<file path="config.mk">
export PLATFORM = sky130hd
export DESIGN_NAME = spectrum_peak_search
export DESIGN_NICKNAME = d
export VERILOG_FILES = /design/src/rtl/spectrum_peak_search.sv
export SDC_FILE = /design/constraint.sdc
export NUM_CORES = 1
export LEC_CHECK = 0
export ABC_CLOCK_PERIOD_IN_PS = 10620
export CAP_MARGIN = 5
export CORE_ASPECT_RATIO = 1.75
export CORE_UTILIZATION = 58
export CTS_BUF_LIST = sky130_fd_sc_hd__clkbuf_8 sky130_fd_sc_hd__clkbuf_16
export DETAILED_ROUTE_END_ITERATION = 8
export GPL_ROUTABILITY_DRIVEN = 0
export PLACE_DENSITY = 0.82
export SYNTH_ARGS = -nofsm -noshare
export SYNTH_HDL_FRONTEND = slang
export SYNTH_SLANG_ARGS = --single-unit
</file>
<file path="constraint.sdc">
create_clock -name clk -period 10.62 [get_ports clk]
set_input_delay 1.593 -clock clk [delete_from_list [all_inputs] [get_ports clk]]
set_output_delay 1.593 -clock clk [all_outputs]
set_load 0.02 [all_outputs]
</file>
<file path="src/rtl/spectrum_peak_search.sv">
// Per-frame peak search over a bin window of the FFT magnitude stream.
// Tracks the largest in-window magnitude, its bin and both neighbour
// magnitudes, and publishes one result per complete, in-order frame.
module spectrum_peak_search #(
  parameter int ADDR_W    = 13,
  parameter int MAG_W     = 16,
  parameter int FRAME_LEN = 8192,
  parameter int BIN_LO    = 1,
  parameter int BIN_HI    = 4095
) (
  input  logic              clk,
  input  logic              rst_n,
  input  logic [MAG_W-1:0]  mag_in,
  input  logic [ADDR_W-1:0] mag_addr_in,
  input  logic              mag_valid_in,
  input  logic              enable,
  output logic [MAG_W-1:0]  peak_mag,
  output logic [ADDR_W-1:0] peak_bin,
  output logic [MAG_W-1:0]  peak_left,
  output logic [MAG_W-1:0]  peak_right,
  output logic              result_valid,
  output logic [15:0]       frame_cnt,
  output logic              sync_err
);

  localparam logic [ADDR_W-1:0] L_BIN_LO = ADDR_W'(BIN_LO);
  localparam logic [ADDR_W-1:0] L_BIN_HI = ADDR_W'(BIN_HI);
  localparam logic [ADDR_W-1:0] L_LAST   = ADDR_W'(FRAME_LEN - 1);

  typedef enum logic {SEEK, RUN} state_t;

  state_t            r_state, w_state_nxt;
  logic [ADDR_W-1:0] r_exp_addr, w_exp_nxt;
  logic [MAG_W-1:0]  r_max, w_max_nxt;
  logic [ADDR_W-1:0] r_bin, w_bin_nxt;
  logic [MAG_W-1:0]  r_prev, w_prev_nxt;
  logic [MAG_W-1:0]  r_left, w_left_nxt;
  logic [MAG_W-1:0]  r_right, w_right_nxt;
  logic              r_pend, w_pend_nxt;

  logic [MAG_W-1:0]  r_peak_mag, r_peak_left, r_peak_right;
  logic [ADDR_W-1:0] r_peak_bin;
  logic              r_result_valid, r_sync_err;
  logic [15:0]       r_frame_cnt;

  logic w_in_order, w_disc, w_start, w_take, w_last, w_in_win;

  // Classify the incoming sample against the frame tracking state.
  always_comb begin
    w_in_order = (r_state == RUN) && mag_valid_in && (mag_addr_in == r_exp_addr);
    w_disc     = (r_state == RUN) && mag_valid_in && (mag_addr_in != r_exp_addr);
    // A frame starts from SEEK, or straight out of a discontinuity whose
    // offending sample is itself a valid bin-0 start.
    w_start    = mag_valid_in && enable && (mag_addr_in == '0) &&
                 ((r_state == SEEK) || w_disc);
    w_take     = w_in_order || w_start;
    w_last     = w_take && (mag_addr_in == L_LAST);
    w_in_win   = (mag_addr_in >= L_BIN_LO) && (mag_addr_in <= L_BIN_HI);
  end

  // Next values of the running search: frame-start clear, right-neighbour
  // completion, then new-max capture (which may re-arm on the same sample).
  always_comb begin
    // NOTE: every output of this block gets a default first so no path
    // leaves a variable unassigned, which would otherwise infer a latch.
    w_exp_nxt   = r_exp_addr;
    w_max_nxt   = r_max;
    w_bin_nxt   = r_bin;
    w_prev_nxt  = r_prev;
    w_left_nxt  = r_left;
    w_right_nxt = r_right;
    w_pend_nxt  = r_pend;
    if (w_start) begin
      w_max_nxt   = '0;
      w_bin_nxt   = L_BIN_LO;
      w_prev_nxt  = '0;
      w_left_nxt  = '0;
      w_right_nxt = '0;
      w_pend_nxt  = 1'b0;
    end
    if (w_take) begin
      if (w_pend_nxt) begin
        w_right_nxt = mag_in;
        w_pend_nxt  = 1'b0;
      end
      // Strictly greater: ties keep the lowest bin.
      if (w_in_win && (mag_in > w_max_nxt)) begin
        w_max_nxt   = mag_in;
        w_bin_nxt   = mag_addr_in;
        w_left_nxt  = w_prev_nxt;
        w_right_nxt = '0;
        w_pend_nxt  = 1'b1;
      end
      w_prev_nxt = mag_in;
      w_exp_nxt  = mag_addr_in + ADDR_W'(1);
    end
  end

  // Next-state logic for frame tracking.
  always_comb begin
    w_state_nxt = r_state;
    case (r_state)
      SEEK: if (w_start) w_state_nxt = RUN;
      RUN: begin
        if (w_last)                 w_state_nxt = SEEK;
        else if (w_disc && !w_start) w_state_nxt = SEEK;
      end
      default: w_state_nxt = SEEK;
    endcase
  end

  // State register.
  always_ff @(posedge clk or negedge rst_n) begin
    // NOTE: sequential state uses non-blocking assignments so every register
    // samples pre-edge values regardless of block evaluation order.
    if (!rst_n) r_state <= SEEK;
    else        r_state <= w_state_nxt;
  end

  // Running search registers.
  always_ff @(posedge clk or negedge rst_n) begin
    if (!rst_n) begin
      r_exp_addr <= '0;
      r_max      <= '0;
      r_bin      <= '0;
      r_prev     <= '0;
      r_left     <= '0;
      r_right    <= '0;
      r_pend     <= 1'b0;
    end else begin
      r_exp_addr <= w_exp_nxt;
      r_max      <= w_max_nxt;
      r_bin      <= w_bin_nxt;
      r_prev     <= w_prev_nxt;
      r_left     <= w_left_nxt;
      r_right    <= w_right_nxt;
      r_pend     <= w_pend_nxt;
    end
  end

  // Result publication, one cycle after the last bin, and error pulse.
  always_ff @(posedge clk or negedge rst_n) begin
    if (!rst_n) begin
      r_peak_mag     <= '0;
      r_peak_bin     <= '0;
      r_peak_left    <= '0;
      r_peak_right   <= '0;
      r_result_valid <= 1'b0;
      r_frame_cnt    <= '0;
      r_sync_err     <= 1'b0;
    end else begin
      r_result_valid <= w_last;
      r_sync_err     <= w_disc;
      if (w_last) begin
        r_peak_mag   <= w_max_nxt;
        r_peak_bin   <= w_bin_nxt;
        r_peak_left  <= w_left_nxt;
        r_peak_right <= w_right_nxt;
        r_frame_cnt  <= r_frame_cnt + 16'd1;
      end
    end
  end

  assign peak_mag     = r_peak_mag;
  assign peak_bin     = r_peak_bin;
  assign peak_left    = r_peak_left;
  assign peak_right   = r_peak_right;
  assign result_valid = r_result_valid;
  assign frame_cnt    = r_frame_cnt;
  assign sync_err     = r_sync_err;

endmodule

</file>
==> metrics.txt <==
Max VDD drop=102 uV; drt pass-1 iters=6; Critical R2R Launch=r_exp_addr[4]; count leader, synth=dfrtp_1; global-route wire length before repair=approximately 29000 um; multi-input logic area=~0.0029 mm2; crit path to=r_bin[3]; Power per Cell Area=~140 mW/mm2; LEAKAGE=roughly 4.3 nW; Setup Crit Path Kind=in2reg; met3 Use GR=6.05%; # H-tree levels=4; total grt overflow=0; Tmin final=between 6 and 7 ns; Routed Antenna Nets=0; Max Buffers Root-to-Sink=2; RSZ-0062 raised after global routing=false; IO Port Bufs=111; clock sinks=171; CTS tree=done; met1 Use GR=a little under a third; total CTS buffers=17; Total Die Area=~0.013 mm2; Net Count, Synth=approximately 750; cells after synthesis=700; DR DRC count=0; Post-synth EDFFs=0; Synth area leaders=dfrtp_1 (58%), nand2_1 (8.2%), xnor2_1 (3.8%); # diodes=0; skew final=around 0.011 ns; Clock Latency Late Sink=approximately 0.42 ns; Slew @ Worst Pin=roughly 1.1 ns; Core Box Area=about 0.012 mm2; DR vias=approximately 5600; R2R Path End=r_bin[3]; share of the synthesized area in the top cell type=between 50% and 60%; Max Slew Vio Count=0; Die Y=approximately 150 um; relative slew slack=29.0%; critical path required time=10.97 ns; vias per inst=5.74; met2 GRT Util=a little over half; I/O pins=approximately 110; Max Cap Viol=0; drt initial violations=about 360; flops & latches, synth=~170; busiest grt layer=met2; Achievable Freq=156 MHz; Post-CTS Resized=0; final hold violations=0; Arrival @ worst endpoint=between 6 and 7 ns; list of most frequent post-synthesis cells=dfrtp_1 (171), nand2_1 (161), nor2_1 (44), a21oi_1 (36), xnor2_1 (32); r2r setup slk=about 5.7 ns; CP max FO=between 40 and 50; fill count=between 800 and 900; root buffer cell=clkbuf_16; Post CTS Setup Buffer Count=0; fin crit share=about three fifths; Critical Path Source=mag_addr_in[4]; GRT Util Overall=between 20% and 30%; layout cells sized above 1=around 7.3%; vias in the first global route=5679; largest net degree at the start of global routing=around 100; Yosys warnings=0; Clock Pin Slew Worst Setup and Hold Paths=~0.06 ns; Routed WL per cell=roughly 19 um; Register-to-Register Path Depth=14; Final Core Density=approximately three quarters; hold path cells=2; die width=87.3 um; drt total wl=approximately 18000 um; status=complete, no violations; syn_area_per_cell=approximately 11 um2; Crit. End Element=flip-flop; Mapped Area=between 0.007 and 0.008 mm2; area leader, netlist=dfrtp_1; initial antenna violation count=0; critical path launch point type=input port; Final nets=about 840; post-synthesis sequential area ratio=between 50% and 60%; distinct cell type count after synthesis=41; Hold WC Path Type=reg2reg; FF/Latch Area=about 0.0043 mm2; Area Growth Syn to Fin=23.1%; DP HPWL=between 10000 and 15000 um; Post-synth ARST share=between 90% and 100%; row count=54; Fin Setup TNS=0 ns; CTS Hold Bufs=0; Initial Util=roughly 60%; final setup violation count=0; most common flop cell mapped by yosys=dfrtp_1
## cells by family after synthesis
family / share of synthesized area (%)
simple gates: 15.8
mux: 4.62
flops: 57.9
buf+inv: 3.45
xor+xnor: 4.62
compound gates: 10.3
fa+ha+maj: 3.38
## final cells by class
type	count	share of cell area (%)
sequential	171	47.0
multi-input combinational	474	31.5
timing repair buffer	116	12.6
clock buffer	18	4.83
tap	168	2.31
clock inverter	13	1.29
inverter	11	0.454
## where the power goes
part | switching, mW | internal, mW
logic | 0.0334 | 0.0192
registers | 0.000207 | 0.652
clock network | 0.253 | 0.329
## worst max-delay path: stages
cell and delay, ns:
clkdlybuf4s50_1 0.67, xnor2_1 0.17, nand4_1 0.17, nor4_4 0.41
a21o_1 0.85, nand2_1 0.13, ha_1 0.32, a21oi_1 0.15
o21ai_1 0.09, a2111oi_0 0.44, a21oi_1 0.20, o311a_1 0.36
buf_4 0.29, nor2_1 0.63, a22o_1 0.24
## routing by layer
| layer | vias to the layer above | share of wire (%) |
|---|---|---|
| met1 | 2754 | 36 |
| met5 | - | 0 |
| met3 | 60 | 4.5 |
| li1 | 2554 | - |
| met2 | 209 | 55 |
| met4 | 0 | 4.6 |
## worst min-delay path by stage
| stage | slack [ns] | from | end |
|---|---|---|---|
| 3_3_place_gp | 0.45 | peak_bin[4] | peak_bin[4] |
| 6_report | 0.46 | peak_bin[5] | peak_bin[5] |
| 5_1_grt | 0.48 | peak_bin[5] | peak_bin[5] |
| 4_1_cts | 0.47 | peak_bin[5] | peak_bin[5] |
| 3_5_place_dp | 0.45 | peak_bin[5] | peak_bin[5] |
| 2_1_floorplan | 0.44 | r_bin[12] | peak_bin[12] |
## flip-flops by register name (all words and copies together), names as in the netlist
name and flops:
peak_bin 13, frame_cnt 16, peak_left 16, r_pend 1, peak_mag 16, r_state 1, r_prev 16, r_bin 13
r_left 16, peak_right 16, r_exp_addr 13, r_max 16, r_right 16, result_valid 1, sync_err 1
## through the flow
step,instance area (um2),worst slack [ns],hold slack [ns],power [mW],cells
2_1_floorplan,7390,5.47,0.438,0.681,700
3_3_place_gp,8540,4.21,0.450,0.715,940
3_5_place_dp,8540,3.94,0.454,0.716,940
4_1_cts,9100,4.35,0.468,1.29,971
5_1_grt,9100,3.86,0.482,1.33,971
6_report,9100,4.22,0.464,1.29,971
## cells in the final DEF (no fill, tap or decap), types with 4 or more instances in the layout
cell,count
o21ai_0,8
nand3_1,27
a21oi_1,36
and3_1,4
clkbuf_16,17
nor2_1,44
o21ai_1,13
clkdlybuf4s50_1,110
buf_4,5
nand2_1,161
clkinv_2,4
dfrtp_1,171
nand4_1,14
ha_1,20
o31ai_1,16
mux2_2,17
nor3_1,6
a22o_1,27
mux2i_1,15
xnor2_1,32
inv_1,10
or3_1,4
xor2_1,7
Note: power is estimated with default switching activity, not from simulation.
